$ cat src/rtl/sprite_fetch_engine.sv
// Pixel-source resolver: scans a sprite register bank in priority order, resolves the
// colour-memory address for a pixel, and fetches it over req/ack. Optional macro SPRITE_FETCH_HFLIP_EN.
module sprite_fetch_engine #(
  parameter int N_SPRITES = 8,
  parameter int SLOT_W    = $clog2(N_SPRITES),
  parameter int COORD_W   = 10,
  parameter int ADDR_W    = 17,
  parameter int SPRITE_W  = 20,
  parameter int SPRITE_H  = 20,
  parameter int SCREEN_W  = 480,
  parameter int SCREEN_H  = 320,
  parameter int BG_ADDR   = 115200
) (
  input  logic               clk,
  input  logic               reset,
  input  logic               pixel_valid,
  input  logic [COORD_W-1:0] pixel_x,
  input  logic [COORD_W-1:0] pixel_y,
  output logic               busy,
  output logic [SLOT_W-1:0]  reg_addr,
  input  logic [31:0]        reg_data,
  output logic               mem_req,
  input  logic               mem_ack,
  output logic [ADDR_W-1:0]  mem_addr,
  output logic               hit,
  output logic [SLOT_W-1:0]  hit_slot,
  output logic               done,
  output logic               printing_screen,
  output logic               overrun,
  output logic [1:0]         state_dbg
);

  // Handshake: mem_req rises in FETCH and holds mem_addr/hit/hit_slot stable until
  // mem_ack is sampled high; the next cycle drops mem_req and pulses done.
  typedef enum logic [1:0] {IDLE = 2'd0, SCAN = 2'd1, FETCH = 2'd2} state_t;

  localparam int CW1   = COORD_W + 1;
  localparam int CNT_W = $clog2(N_SPRITES + 2);

  state_t              state, state_n;
  logic [CNT_W-1:0]    scan_cnt, scan_cnt_n;
  logic [COORD_W-1:0]  px, py, px_n, py_n;
  logic [SLOT_W-1:0]   reg_addr_n, hit_slot_n;
  logic [ADDR_W-1:0]   mem_addr_n;
  logic                hit_n, done_n, printing_n, overrun_n;

  // Slot k's word arrives one cycle after it was selected, so scan_cnt=k+1 compares slot k.
  logic                cmp_valid, slot_hit;
  logic [SLOT_W-1:0]   cmp_slot;
  logic [CW1-1:0]      px_e, py_e, sx, sy, dx, dy, dx_eff;
  logic [8:0]          sprite_id;
  logic [ADDR_W-1:0]   sprite_addr;
  logic                unused_bits;

  assign busy      = (state != IDLE);
  assign mem_req   = (state == FETCH);
  assign state_dbg = state;

  assign cmp_valid = (scan_cnt != '0) && (scan_cnt <= CNT_W'(N_SPRITES));
  assign cmp_slot  = SLOT_W'(scan_cnt - CNT_W'(1));

  assign px_e      = {1'b0, px};
  assign py_e      = {1'b0, py};
  assign sx        = CW1'(reg_data[28:19]);
  assign sy        = CW1'(reg_data[18:9]);
  assign sprite_id = reg_data[8:0];
  assign dx        = px_e - sx;
  assign dy        = py_e - sy;

  // Bounds are evaluated one bit wider than the coordinates so sx+SPRITE_W cannot wrap.
  assign slot_hit = reg_data[31]
                 && (px_e >= sx) && (px_e < sx + CW1'(SPRITE_W))
                 && (py_e >= sy) && (py_e < sy + CW1'(SPRITE_H));

`ifdef SPRITE_FETCH_HFLIP_EN
  assign dx_eff      = reg_data[30] ? (CW1'(SPRITE_W - 1) - dx) : dx;
  assign unused_bits = reg_data[29];
`else
  assign dx_eff      = dx;
  assign unused_bits = ^reg_data[30:29];
`endif

  assign sprite_addr = ADDR_W'(32'(sprite_id) * 32'(SPRITE_W * SPRITE_H)
                             + 32'(dy) * 32'(SPRITE_W) + 32'(dx_eff));

  always_comb begin
    state_n    = state;
    scan_cnt_n = scan_cnt;
    reg_addr_n = reg_addr;
    px_n       = px;
    py_n       = py;
    mem_addr_n = mem_addr;
    hit_n      = hit;
    hit_slot_n = hit_slot;
    done_n     = 1'b0;
    printing_n = printing_screen;
    overrun_n  = overrun;
    case (state)
      IDLE: begin
        if (pixel_valid) begin
          px_n = pixel_x;
          py_n = pixel_y;
          if (({1'b0, pixel_x} < CW1'(SCREEN_W)) && ({1'b0, pixel_y} < CW1'(SCREEN_H))) begin
            printing_n = 1'b1;
            reg_addr_n = '0;
            scan_cnt_n = '0;
            state_n    = SCAN;
          end else begin
            printing_n = 1'b0;
          end
        end
      end
      SCAN: begin
        if (pixel_valid) overrun_n = 1'b1;
        scan_cnt_n = scan_cnt + CNT_W'(1);
        reg_addr_n = (reg_addr == SLOT_W'(N_SPRITES - 1)) ? reg_addr : reg_addr + SLOT_W'(1);
        if (cmp_valid && slot_hit) begin
          mem_addr_n = sprite_addr;
          hit_n      = 1'b1;
          hit_slot_n = cmp_slot;
          state_n    = FETCH;
        end else if (scan_cnt == CNT_W'(N_SPRITES + 1)) begin
          mem_addr_n = ADDR_W'(BG_ADDR);
          hit_n      = 1'b0;
          hit_slot_n = '0;
          state_n    = FETCH;
        end
      end
      FETCH: begin
        if (pixel_valid) overrun_n = 1'b1;
        if (mem_ack) begin
          done_n  = 1'b1;
          state_n = IDLE;
        end
      end
      default: state_n = IDLE;
    endcase
  end

  always_ff @(posedge clk or negedge reset) begin
    if (!reset) begin
      state           <= IDLE;
      scan_cnt        <= '0;
      px              <= '0;
      py              <= '0;
      reg_addr        <= '0;
      mem_addr        <= '0;
      hit             <= 1'b0;
      hit_slot        <= '0;
      done            <= 1'b0;
      printing_screen <= 1'b0;
      overrun         <= 1'b0;
    end else begin
      state           <= state_n;
      scan_cnt        <= scan_cnt_n;
      px              <= px_n;
      py              <= py_n;
      reg_addr        <= reg_addr_n;
      mem_addr        <= mem_addr_n;
      hit             <= hit_n;
      hit_slot        <= hit_slot_n;
      done            <= done_n;
      printing_screen <= printing_n;
      overrun         <= overrun_n;
    end
  end

endmodule

$ cat config.mk
export PLATFORM = sky130hd
export DESIGN_NAME = sprite_fetch_engine
export DESIGN_NICKNAME = d
export VERILOG_FILES = /design/src/rtl/sprite_fetch_engine.sv
export SDC_FILE = /design/constraint.sdc
export NUM_CORES = 1
export LEC_CHECK = 0
export CORE_AREA = 2 2 129 131
export DETAILED_ROUTE_END_ITERATION = 10
export DIE_AREA = 0 0 131 133
export RECOVER_POWER = 50
export SLEW_MARGIN = 15
export SYNTH_ARGS = -nofsm -noshare
export SYNTH_HDL_FRONTEND = slang
export SYNTH_SLANG_ARGS = --single-unit
$ cat constraint.sdc
create_clock -name clk -period 6.2 [get_ports clk]
set_input_delay 0.93 -clock clk [delete_from_list [all_inputs] [get_ports clk]]
set_output_delay 0.93 -clock clk [all_outputs]
set_load 0.1 [all_outputs]
==> metrics.txt <==
Setup crit end kind flip-flop; Initial DRC Count 150; Nets 916; Detailed Routing Iterations Pass 1 4; final RePlAce weighted congestion 0.878; total number of vias 4701; top_reg_cell synth dfrtp_1; fmax 172 MHz; clk_lat worst skew 0.31 ns; Routed Antenna Nets 0; Post-Syn Nets 818; CP Max Fanout 5; Layout fillers 1594; syn_area_per_cell 9.14 sq um; failing checks capacitance limit, slew limit; Layout Skew 0.0117 ns; largest net degree at the start of global routing 54; GR Overflow Total 0; post-route minimum period 5.80 ns; CP Data Required Time 6.37 ns; vias per inst 4.93; flops & latches, synth 53; Max Slew Vio Count 54; Crit Path Class in -> reg; area of the multi-input gates 4110 sq um; Fin. Hold Viols 0; Cell Rows 47; Post-Synthesis Cells 634; chip height 133 um; total die area 17400 sq um; Port Buffers 84; Setup crit start kind primary input; antenna fix cells 0; vias in the first global route 4744; worst reg-to-reg setup slack 1.16 ns; Yosys warning count 0; Seq/Total Area, Yosys 22.9%; Final setup viols 0; max cap viols 1; first-pass GRT wire length 22200 um; ys async rst share 100%; core area 16200 sq um; initial core utilization 35.8%; Mapped Area 5790 sq um; Fin Setup TNS 0 ns; Post-CTS Setup Repair Bufs 0; layout cells sized above 1 8.87%; status finished, violations left; WP data arrival 5.97 ns; Max H-tree Level 2; Reg clk slew, reported paths 0.07 ns; Wirelength per Cell 13.9 um; Post-synth EDFFs 0; # DRC 0; Final Cycle Share 93.6%; Tot GR Track Use 15.8%; Max-Slew Margin vs Limit -91.1%; Die Width 131 um; CTS Buffer Depth 2; Post-CTS Hold Fix Bufs 0; Unique masters post-synth 60; DP HPWL 11100 um; Hold Path Class reg -> reg; register area 1330 sq um; CTS tree built; TritonCTS buffer count 5; unrepaired setup endpoints after global routing false; synthesis-to-finish area growth 23.0%; worst slew pin tran 2.87 ns; Top Ports 87; clock sink count 53; antenna violations before repair 0; final wirelength 13200 um; root buffer cell clkbuf_16
[sequential cells by signal (all words and copies together) (netlist names)]
signal / flops
mem_addr: 17
scan_cnt: 4
overrun: 1
printing_screen: 1
reg_addr: 3
hit_slot: 3
state_dbg: 2
py: 10
hit: 1
px: 10
done: 1
[routing by layer]
layer	up-vias	track usage, %	wire (um)
li1	2402	-	-
met2	66	27.7	6560
met1	2225	20.4	6150
met3	8	2.43	353
met4	0	3.61	140
met5	-	0	0
[layout by cell type (no fill, tap or decap), drive strengths merged, types with 14 or more instances in the layout]
cell type and n:
nor2 28, dfrtp 53, a21oi 50, mux2 20, a21o 14, inv 81, xnor2 38, buf 15
nand2 51, ha 113, o21ai 42, clkdlybuf4s50 82, fa 15
[cell type report]
cell class / count / area share, %
repair buffers: 99 / 13.3
clock buffers: 5 / 1.76
inverters: 80 / 4.21
clock inverters: 3 / 0.615
flip-flops and latches: 53 / 18.6
multi-input cells: 493 / 57.7
well taps: 220 / 3.86
[worst paths after layout]
path,from,to,cells past startpoint
worst max-delay path,reg_data[12],mem_addr[16],22
worst min-delay path,overrun,overrun,1
worst max register to register,py[0],mem_addr[16],23
worst min register to register,overrun,overrun,1
max in group asynchronous,reset,px[6],2
min in group asynchronous,reset,hit,2
[critical path, cell delays in order]
cell and delay (ns):
clkdlybuf4s50_1 0.52, inv_1 0.06, ha_1 0.37, a21o_1 0.21, o31ai_2 0.24, a21boi_0 0.35, ha_1 0.30, ha_1 0.31
buf_4 0.14, a21oi_1 0.19, o21ai_0 0.12, a21oi_1 0.22, xor2_1 0.12, fa_1 0.49, inv_1 0.04, ha_1 0.36
a31o_2 0.26, a31oi_1 0.18, a21oi_1 0.13, a31oi_1 0.22, xnor2_1 0.14, a21oi_1 0.09
[cells in the mapped netlist (3+ instances only)]
library cell	instances	area, sq um
ha_1	113	1410
inv_1	80	300
dfrtp_1	53	1330
nand2_1	50	188
a21oi_1	47	235
o21ai_0	38	190
xnor2_1	38	333
nor2_1	28	105
mux2_2	20	225
fa_1	15	300
nor3_1	13	65.1
xor2_1	13	114
a21o_1	12	90.1
o21a_1	8	60.1
mux2i_1	7	70.1
nand4_1	7	43.8
nor2b_1	7	43.8
nand2b_1	6	37.5
o21bai_1	6	45.0
buf_6	5	56.3
a31oi_1	4	25.0
a21oi_2	3	26.3
clkbuf_1	3	11.3
nand3_1	3	15.0
nor3b_1	3	22.5
nor4_1	3	18.8
o31a_1	3	26.3
or2_2	3	18.8
[through the flow]
| step | std cells | cell area (sq um) | utilization (%) | worst slack, ns | hold WS [ns] |
|---|---|---|---|---|---|
| 2_1_floorplan | 634 | 5790 | - | 0.908 | 0.479 |
| 3_3_place_gp | 945 | 6950 | 43.0 | 0.0499 | 0.445 |
| 3_5_place_dp | 945 | 6950 | 43.0 | 0.00175 | 0.456 |
| 4_1_cts | 953 | 7120 | 44.0 | 0.306 | 0.472 |
| 5_1_grt | 953 | 7120 | 44.1 | 0.0163 | 0.493 |
| 6_report | 953 | 7120 | 44.1 | 0.400 | 0.467 |
[repair_timing]
action                                  4_1_cts  5_1_grt
hold endpoints to repair                      0        0
resized for setup                             0        4
endpoints found under the setup margin        0        3
[kinds of logic after synthesis]
kind of cell,Yosys count,synth area share (%)
xor gates and xnor gates,51,7.71
and+or+nand+nor,136,11.6
DFF,53,22.9
muxes,27,5.10
adders and majority gates,128,29.6
AOI/OAI and AO/OA,151,16.7
buffers and inverters,88,6.35
Power is left out: the tool's default activity adds up to more than one toggle a clock period on the data nets, which glitch-free logic cannot reach.
